===== config.mk =====
export PLATFORM = sky130hd
export DESIGN_NAME = cc_cond_unit_flat
export DESIGN_NICKNAME = d
export VERILOG_FILES = /design/src/rtl/cc_cond_if.sv /design/src/rtl/cc_cond_unit.sv /design/src/flat_wrapper.sv
export SDC_FILE = /design/constraint.sdc
export NUM_CORES = 1
export LEC_CHECK = 0
export ABC_CLOCK_PERIOD_IN_PS = 5500
export CAP_MARGIN = 15
export CELL_PAD_IN_SITES_DETAIL_PLACEMENT = 2
export CELL_PAD_IN_SITES_GLOBAL_PLACEMENT = 2
export CORE_AREA = 2 2 80 82
export CTS_BUF_LIST = sky130_fd_sc_hd__clkbuf_4 sky130_fd_sc_hd__clkbuf_8
export DETAILED_ROUTE_END_ITERATION = 10
export DIE_AREA = 0 0 82 84
export PLACE_DENSITY = 0.95
export SLEW_MARGIN = 10
export SYNTH_ARGS = -nofsm -noshare
export SYNTH_HDL_FRONTEND = slang
export SYNTH_SLANG_ARGS = --single-unit

===== constraint.sdc =====
create_clock -name clk -period 5.5 [get_ports clk]
set_input_delay 1.1 -clock clk [delete_from_list [all_inputs] [get_ports clk]]
set_output_delay 1.1 -clock clk [all_outputs]
set_load 0.005 [all_outputs]

===== src/rtl/cc_cond_if.sv =====
// Bundle between the execute stage and the condition-code unit:
// ALU flag writes in, condition queries in, registered results and stats out.
interface cc_cond_if #(
    parameter int CNT_W = 16
);
    logic             alu_valid;
    logic [2:0]       alu_cf;
    logic             set_cc;
    logic             suppress;
    logic             stall;
    logic             query_valid;
    logic [3:0]       q_icode;
    logic [3:0]       q_ifun;
    logic [2:0]       cc;
    logic             cnd;
    logic             cnd_valid;
    logic             cnd_err;
    logic [CNT_W-1:0] query_cnt;
    logic [CNT_W-1:0] taken_cnt;

    modport master (
        output alu_valid, alu_cf, set_cc, suppress, stall,
        output query_valid, q_icode, q_ifun,
        input  cc, cnd, cnd_valid, cnd_err, query_cnt, taken_cnt
    );

    modport slave (
        input  alu_valid, alu_cf, set_cc, suppress, stall,
        input  query_valid, q_icode, q_ifun,
        output cc, cnd, cnd_valid, cnd_err, query_cnt, taken_cnt
    );
endinterface


===== src/rtl/cc_cond_unit.sv =====
// Y86-64 condition-code register plus registered jXX/cmovXX condition
// evaluator, with saturating query/taken statistics.
module cc_cond_unit #(
    parameter int CNT_W = 16
) (
    input  logic      clk,
    input  logic      rst,
    cc_cond_if.slave  bus
);
    typedef enum logic {
        IDLE,
        RESP
    } state_t;

    localparam logic [3:0] ICODE_CMOV = 4'd2;
    localparam logic [3:0] ICODE_JXX  = 4'd7;

    state_t           state;
    logic [2:0]       cc_q;
    logic             cnd_q;
    logic             err_q;
    logic [CNT_W-1:0] qcnt_q;
    logic [CNT_W-1:0] tcnt_q;

    logic zf;
    logic sf;
    logic of;
    logic lt;
    logic legal;
    logic cond;
    logic res;
    logic cc_wr;
    logic accept;

    assign zf = cc_q[0];
    assign sf = cc_q[1];
    assign of = cc_q[2];
    assign lt = sf ^ of;

    assign cc_wr  = bus.alu_valid & bus.set_cc
                  & ~bus.suppress & ~bus.stall;
    assign accept = bus.query_valid & ~bus.stall;

    assign legal = ((bus.q_icode == ICODE_CMOV) ||
                    (bus.q_icode == ICODE_JXX)) &&
                   (bus.q_ifun <= 4'd6);

    always_comb begin
        cond = 1'b0;
        unique case (bus.q_ifun)
            4'd0:    cond = 1'b1;
            4'd1:    cond = lt | zf;
            4'd2:    cond = lt;
            4'd3:    cond = zf;
            4'd4:    cond = ~zf;
            4'd5:    cond = ~lt;
            4'd6:    cond = ~lt & ~zf;
            default: cond = 1'b0;
        endcase
    end

    assign res = legal & cond;

    // Queries read cc_q before this edge's write lands: no bypass.
    always_ff @(posedge clk or posedge rst) begin
        if (rst) begin
            state  <= IDLE;
            cc_q   <= 3'b001;
            cnd_q  <= 1'b0;
            err_q  <= 1'b0;
            qcnt_q <= '0;
            tcnt_q <= '0;
        end else if (!bus.stall) begin
            if (cc_wr)
                cc_q <= bus.alu_cf;
            if (accept) begin
                state <= RESP;
                cnd_q <= res;
                err_q <= ~legal;
                if (qcnt_q != '1)
                    qcnt_q <= qcnt_q + CNT_W'(1);
                if (res && (tcnt_q != '1))
                    tcnt_q <= tcnt_q + CNT_W'(1);
            end else begin
                state <= IDLE;
            end
        end
    end

    assign bus.cc        = cc_q;
    assign bus.cnd       = cnd_q;
    assign bus.cnd_valid = (state == RESP);
    assign bus.cnd_err   = err_q;
    assign bus.query_cnt = qcnt_q;
    assign bus.taken_cnt = tcnt_q;
endmodule


===== src/flat_wrapper.sv =====
// flat-port wrapper written by rule: the top's interface ports become plain ports
module cc_cond_unit_flat 
#(
    parameter int CNT_W = 16
)
  (clk, rst, bus_alu_valid, bus_alu_cf, bus_set_cc, bus_suppress, bus_stall, bus_query_valid, bus_q_icode, bus_q_ifun, bus_cc, bus_cnd, bus_cnd_valid, bus_cnd_err, bus_query_cnt, bus_taken_cnt);
  cc_cond_if #(.CNT_W(CNT_W)) bus_i ();
  input  logic clk;
  input  logic rst;
  input wire logic [$bits(bus_i.alu_valid)-1:0] bus_alu_valid;
  input wire logic [$bits(bus_i.alu_cf)-1:0] bus_alu_cf;
  input wire logic [$bits(bus_i.set_cc)-1:0] bus_set_cc;
  input wire logic [$bits(bus_i.suppress)-1:0] bus_suppress;
  input wire logic [$bits(bus_i.stall)-1:0] bus_stall;
  input wire logic [$bits(bus_i.query_valid)-1:0] bus_query_valid;
  input wire logic [$bits(bus_i.q_icode)-1:0] bus_q_icode;
  input wire logic [$bits(bus_i.q_ifun)-1:0] bus_q_ifun;
  output wire logic [$bits(bus_i.cc)-1:0] bus_cc;
  output wire logic [$bits(bus_i.cnd)-1:0] bus_cnd;
  output wire logic [$bits(bus_i.cnd_valid)-1:0] bus_cnd_valid;
  output wire logic [$bits(bus_i.cnd_err)-1:0] bus_cnd_err;
  output wire logic [$bits(bus_i.query_cnt)-1:0] bus_query_cnt;
  output wire logic [$bits(bus_i.taken_cnt)-1:0] bus_taken_cnt;
  assign bus_i.alu_valid = bus_alu_valid;
  assign bus_i.alu_cf = bus_alu_cf;
  assign bus_i.set_cc = bus_set_cc;
  assign bus_i.suppress = bus_suppress;
  assign bus_i.stall = bus_stall;
  assign bus_i.query_valid = bus_query_valid;
  assign bus_i.q_icode = bus_q_icode;
  assign bus_i.q_ifun = bus_q_ifun;
  assign bus_cc = bus_i.cc;
  assign bus_cnd = bus_i.cnd;
  assign bus_cnd_valid = bus_i.cnd_valid;
  assign bus_cnd_err = bus_i.cnd_err;
  assign bus_query_cnt = bus_i.query_cnt;
  assign bus_taken_cnt = bus_i.taken_cnt;
  cc_cond_unit #(.CNT_W(CNT_W)) u_core (.clk(clk), .rst(rst), .bus(bus_i));
endmodule

Word level (Yosys, flattened, before mapping)
Cells that the tools add are included.

operators by class
  add/sub/neg operators = 2
  multiply operators = 0
  div/mod/pow operators = 0
  magnitude comparators = 1
  eq/ne operators = 10
  shift operators = 0
  muxes and demuxes = 2
  bitwise gates (word level) = 13
  reduce and logical (&&, ||, !) cells = 8

operator list
  operator                                                                count
  16-bit by 1-bit adder with 16-bit output (second input constant)        2
  16-bit != test (second input constant)                                  2
  4-bit by 3-bit equality test with 1-bit output (second input constant)  4
  4-bit by 2-bit equality test with 1-bit output (second input constant)  3
  1-bit case mux with 7 select lines                                      1
  1-bit bitwise AND                                                       6
  3-bit AND reduction                                                     2
  1-bit NOT                                                               5
  4-bit by 1-bit equality test with 1-bit output (second input constant)  1
  4-bit by 3-bit <= comparator with 1-bit output (second input constant)  1
  4-bit zero test                                                         1
  2-bit AND reduction                                                     2
  1-bit logical AND                                                       2
  1-bit logical OR                                                        1
  1-bit two-way mux                                                       1
  1-bit OR                                                                1
  1-bit XOR                                                               1

word-level totals
  flip-flop bits (word level) = 38
  bits in latches = 0
  RAM bits = 0
  memory bits (read-only) = 0
  bits of input ports = 18
  logic and storage cells = 42
  memories = 0

Depth between registers and ports, before layout
  word-level depth = 7
  gate-level depth with buffers = 6

Worst setup path before layout
No wires, ideal clock.

  kind = in2reg
  start = input bus_stall
  end = register u_core.tcnt_q[1] (netlist: u_core.bus.taken_cnt[1])
  setup time = 0.125 ns
  arrival = 2.498 ns
  required time = 5.375 ns
  setup slack = 2.877 ns
  cell stages on the path = 5
  path buffers = 0
  path through = nand2b_4 a311o_1 a211o_4 nor3_1 mux2_2

on the way
  longest elaborated chain between the ends = 3

RTL lines
  item                               line                source
  from (decl)                        flat_wrapper.sv:14  input wire logic [$bits(bus_i.stall)-1:0] bus_stall;
  1-bit NOT (*)                      cc_cond_unit.sv:42  assign accept = bus.query_valid & ~bus.stall;
  1-bit bitwise AND                  cc_cond_unit.sv:42
  3-bit AND reduction (no line) (*)  --
  to (signal assigned)               cc_cond_unit.sv:83  tcnt_q <= tcnt_q + CNT_W'(1);
  to (decl)                          cc_cond_unit.sv:23  logic [CNT_W-1:0] tcnt_q;

Mark *: on every way between the ends. The rest lies on a longest branch, timed or not.
A chain may end at the register's enable or synchronous reset.

Final worst setup path
  start = input bus_q_ifun[0]
  end = register u_core.tcnt_q[1] (netlist: u_core.bus.taken_cnt[1])

on the way
  longest elaborated chain between the ends = 5
  elaborated cells between the ends (all ways) = 13
  classes of those cells = order compare (1); eq/ne (6); mux (1); bitwise (1); reduce/logical (4)

RTL lines
  item                                                                     line                                    source
  from (decl)                                                              flat_wrapper.sv:17                      input wire logic [$bits(bus_i.q_ifun)-1:0] bus_q_ifun;
  4-bit by 3-bit <= comparator with 1-bit output (tied with other cells)   cc_cond_unit.sv:46                      (bus.q_ifun <= 4'd6);
  1-bit logical AND or 1-bit case mux with 7 select lines (tied branches)  cc_cond_unit.sv:45, cc_cond_unit.sv:50
  1-bit bitwise AND (*)                                                    cc_cond_unit.sv:62                      assign res = legal & cond;
  1-bit logical AND (*)                                                    cc_cond_unit.sv:82                      if (res && (tcnt_q != '1))
  3-bit AND reduction (no line) (*)                                        --

Marks and branches as above.

==> insert_results.sql <==
INSERT INTO impl_metrics (metric_group, metric, value, unit) VALUES
('run_status', 'outcome', 'finished clean', ''),
('setup_path', 'critical_path_class', 'in2reg', ''),
('placement', 'gp_congestion', '0.7246', ''),
('pwr', 'p_sw', '0.0002032', 'W'),
('routing', 'dr_total_vias', '1624', ''),
('cts', 'clk_path_buf_depth', '2', ''),
('global_routing', 'grt_use_met2', '0.3163', ''),
('global_routing', 'grtUsageMet1', '0.2337', ''),
('global_routing', 'grt_busiest_layer', 'met2', ''),
('pwr', 'share_clk_of_total_power', '0.273', ''),
('sta', 'timing.final.hold_violations', '0', ''),
('routing', 'route.detailed.vias_per_inst', '5.188', ''),
('setup_path', 'crit_path_cell_trace', 'clkdlybuf4s50_1 -> mux2_2 -> a211o_4 -> nor3_1 -> mux2_2', ''),
('pwr', 'power_report.internal_total', '0.0005027', 'W'),
('cts', 'clk_root_buffer_cell', 'sky130_fd_sc_hd__clkbuf_8', ''),
('sta', 'hold-worst-slack', '0.4948', 'ns'),
('sta', 'fin_tns_setup', '0', 'ns'),
('floorplanning', 'width_of_the_die', '82', 'um'),
('sta', 'skew', '0.001888', 'ns'),
('logic_synthesis', 'syn_avg_cell_area', '11.14', 'um^2'),
('floorplanning', 'design.core.area', '6096', 'um^2'),
('logic_synthesis', 'yosys_warnings', '0', ''),
('cts', 'cts-hold-fix-buffers', '0', ''),
('floorplanning', 'die_y', '84', 'um'),
('global_routing', 'globalRoute.totalOverflow', '0', ''),
('pwr', 'switching_share', '0.2878', ''),
('logic_synthesis', 'syn-cell-area', '1949', 'um^2'),
('setup_path', 'cp_max_fo', '16', ''),
('setup_path', 'timing.critical_path.max_delay_family', 'multiplexers', ''),
('setup_path', 'critical_path_sink_type', 'register', ''),
('sta', 'rsz0062_at_grt', 'no', ''),
('setup_path', 'ff2ff_path_depth', '5', ''),
('global_routing', 'number_of_antenna_violations_at_the_first_check_in_global_routing', '0', ''),
('global_routing', 'grt_pass1_wl', '9798', 'um'),
('pwr', 'leakagePower', '1.145', 'nW'),
('sta', 'slew_viol_final', '0', ''),
('sta', 'max-slew-margin-rel', '0.6631', ''),
('routing', 'drc', '0', ''),
('setup_path', 'critical-path-slowest-cell', 'sky130_fd_sc_hd__clkdlybuf4s50_1', ''),
('worst_hold_path', 'worst_hold_path_type', 'reg2reg', ''),
('cts', 'numCtsBuffers', '5', ''),
('pwr', 'power.total', '0.0007059', 'W'),
('layout', 'mostFrequentLayoutCells', 'sky130_fd_sc_hd__clkdlybuf4s50_1 (55), sky130_fd_sc_hd__dfrtp_1 (37), sky130_fd_sc_hd__nand2_1 (20), sky130_fd_sc_hd__xor2_1 (18)', ''),
('worst_hold_path', 'min_delay_path_depth', '1', ''),
('global_routing', 'grt.total_usage', '0.1844', ''),
('sta', 'worst_slew_pin_tran', '0.5054', 'ns'),
('placement', 'port-buffer-count', '55', ''),
('worst_hold_path', 'whs_endpoint', 'u_core.bus.query_cnt[15]', ''),
('layout', 'mostFrequentLayoutCell', 'sky130_fd_sc_hd__clkdlybuf4s50_1', ''),
('routing', 'detail_route.iter0.violations', '78', ''),
('setup_path', 'slack_of_the_worst_reg_to_reg_path', '3.34', 'ns'),
('routing', 'postRouteAntennaNets', '0', ''),
('setup_path', 'reg2reg_to', 'u_core.bus.taken_cnt[1]', ''),
('cts', 'postCtsSetupRepairBufs', '0', ''),
('global_routing', 'grt_start_max_net_pins', '39', ''),
('routing', 'wl_per_cell', '17.92', 'um'),
('setup_path', 'worst_ep_arrival_time', '3.21', 'ns'),
('global_routing', 'groute.layer.met3.usage', '0.03355', ''),
('setup_path', 'critical-path-top-cell-by-count', 'sky130_fd_sc_hd__mux2_2', ''),
('run', 'max_cap_viol_count', '0', ''),
('routing', 'drt_pass1_iterations', '4', ''),
('global_routing', 'vias_in_the_first_global_route', '1849', ''),
('setup_path', 'timing.rr.start', 'u_core.bus.cc[0]', ''),
('cts', 'post_cts_resized', '0', ''),
('pwr', 'combPwrFrac', '0.229', ''),
('floorplanning', 'placement_rows', '29', ''),
('logic_synthesis', 'synthDominantCellAreaShare', '0.4750', ''),
('layout', 'design.final.nets', '256', ''),
('sta', 'fmax', '330.2', 'MHz'),
('setup_path', 'crit_buf_inv', '1', ''),
('logic_synthesis', 'netlist_top_cells_area', 'sky130_fd_sc_hd__dfrtp_1 (47%), sky130_fd_sc_hd__xor2_1 (8.1%), sky130_fd_sc_hd__xnor2_1 (4.5%), sky130_fd_sc_hd__mux2_2 (4.0%), sky130_fd_sc_hd__nand2_1 (3.9%)', '');
[worst max-delay path by stage]
| stage | cells after the start | slack, ns | to | from |
|---|---|---|---|---|
| after floorplan | 5 | 2.88 | u_core.bus.taken_cnt[1] | bus_stall |
| after global placement | 5 | 2.26 | u_core.bus.taken_cnt[1] | bus_q_ifun[0] |
| after detailed placement | 6 | 2.18 | u_core.bus.taken_cnt[1] | bus_stall |
| after CTS | 6 | 2.48 | u_core.bus.taken_cnt[1] | bus_stall |
| after global routing | 5 | 2.37 | u_core.bus.taken_cnt[1] | bus_q_ifun[0] |
| final | 5 | 2.47 | u_core.bus.taken_cnt[1] | bus_q_ifun[0] |
[power groups by stage]
stage,logic (W),clock network (W),registers [W]
after floorplan,0.0000617,0,0.000348
after global placement,0.000153,0,0.000353
after detailed placement,0.000164,0,0.000358
after CTS,0.000165,0.000198,0.000353
after global routing,0.000178,0.000209,0.000359
final,0.000161,0.000193,0.000352
[area by class of cell]
cell class                      count  area [um^2]  area share
Multi-Input combinational cell    132        969.7      0.3625
Timing Repair Buffer               57        565.5      0.2114
Sequential cell                    38        952.2      0.3559
Inverter                            2        7.507    0.002806
Tap cell                           77        96.34     0.03601
Clock buffer                        7        83.83     0.03134
[per-layer routing]
layer / part of all wire / vias to the layer above
li1: - / 752
met4: 0.010 / 0
met5: 0 / -
met2: 0.55 / 33
met3: 0.031 / 9
met1: 0.41 / 830
[cell usage after synthesis]
master / number
sky130_fd_sc_hd__and2b_1: 1
sky130_fd_sc_hd__nand3_1: 10
sky130_fd_sc_hd__a211oi_1: 2
sky130_fd_sc_hd__nor2_4: 1
sky130_fd_sc_hd__buf_6: 1
sky130_fd_sc_hd__xnor2_1: 10
sky130_fd_sc_hd__a21oi_1: 3
sky130_fd_sc_hd__nand4_1: 7
sky130_fd_sc_hd__o211ai_1: 1
sky130_fd_sc_hd__nor4b_1: 1
sky130_fd_sc_hd__xor2_1: 18
sky130_fd_sc_hd__ha_1: 2
sky130_fd_sc_hd__inv_1: 2
sky130_fd_sc_hd__or3_1: 3
sky130_fd_sc_hd__and4bb_2: 1
sky130_fd_sc_hd__nor4_4: 1
sky130_fd_sc_hd__nand4_4: 1
sky130_fd_sc_hd__nand2b_4: 1
sky130_fd_sc_hd__dfstp_2: 1
sky130_fd_sc_hd__a211o_4: 1
sky130_fd_sc_hd__a311o_1: 1
sky130_fd_sc_hd__and4_1: 5
sky130_fd_sc_hd__buf_2: 1
sky130_fd_sc_hd__o21ai_0: 4
sky130_fd_sc_hd__nand2_1: 20
sky130_fd_sc_hd__dfrtp_1: 37
sky130_fd_sc_hd__buf_1: 1
sky130_fd_sc_hd__nor4_2: 6
sky130_fd_sc_hd__nand2b_1: 2
sky130_fd_sc_hd__nor3_1: 5
sky130_fd_sc_hd__and2_1: 3
sky130_fd_sc_hd__mux2_2: 7
sky130_fd_sc_hd__a31oi_1: 2
sky130_fd_sc_hd__and3_1: 3
sky130_fd_sc_hd__nor4_1: 3
sky130_fd_sc_hd__nor2_1: 7
[flip-flops by register name (all words and copies together), names as in the netlist]
| register | cells |
|---|---|
| u_core.bus.taken_cnt | 16 |
| u_core.bus.cnd_err | 1 |
| u_core.bus.cnd | 1 |
| u_core.bus.cnd_valid | 1 |
| u_core.bus.cc | 3 |
| u_core.bus.query_cnt | 16 |
[cells by family after synthesis]
group	synth area share
DFF	0.4885
adders and majority gates	0.01283
xor gates and xnor gates	0.1258
muxes	0.04044
AOI/OAI and AO/OA	0.05006
buffers and inverters	0.01412
and+or+nand+nor	0.2683
[stage by stage]
stage | setup slack (ns) | cell area [um^2] | utilization | std cells
after floorplan | 2.877 | 1949 | - | 175
after global placement | 2.261 | 2591 | 0.4251 | 306
after detailed placement | 2.181 | 2591 | 0.4251 | 306
after CTS | 2.480 | 2675 | 0.4388 | 313
after global routing | 2.368 | 2675 | 0.4388 | 313
final | 2.471 | 2675 | 0.4388 | 313
Note: power is estimated with default switching activity, not from simulation.
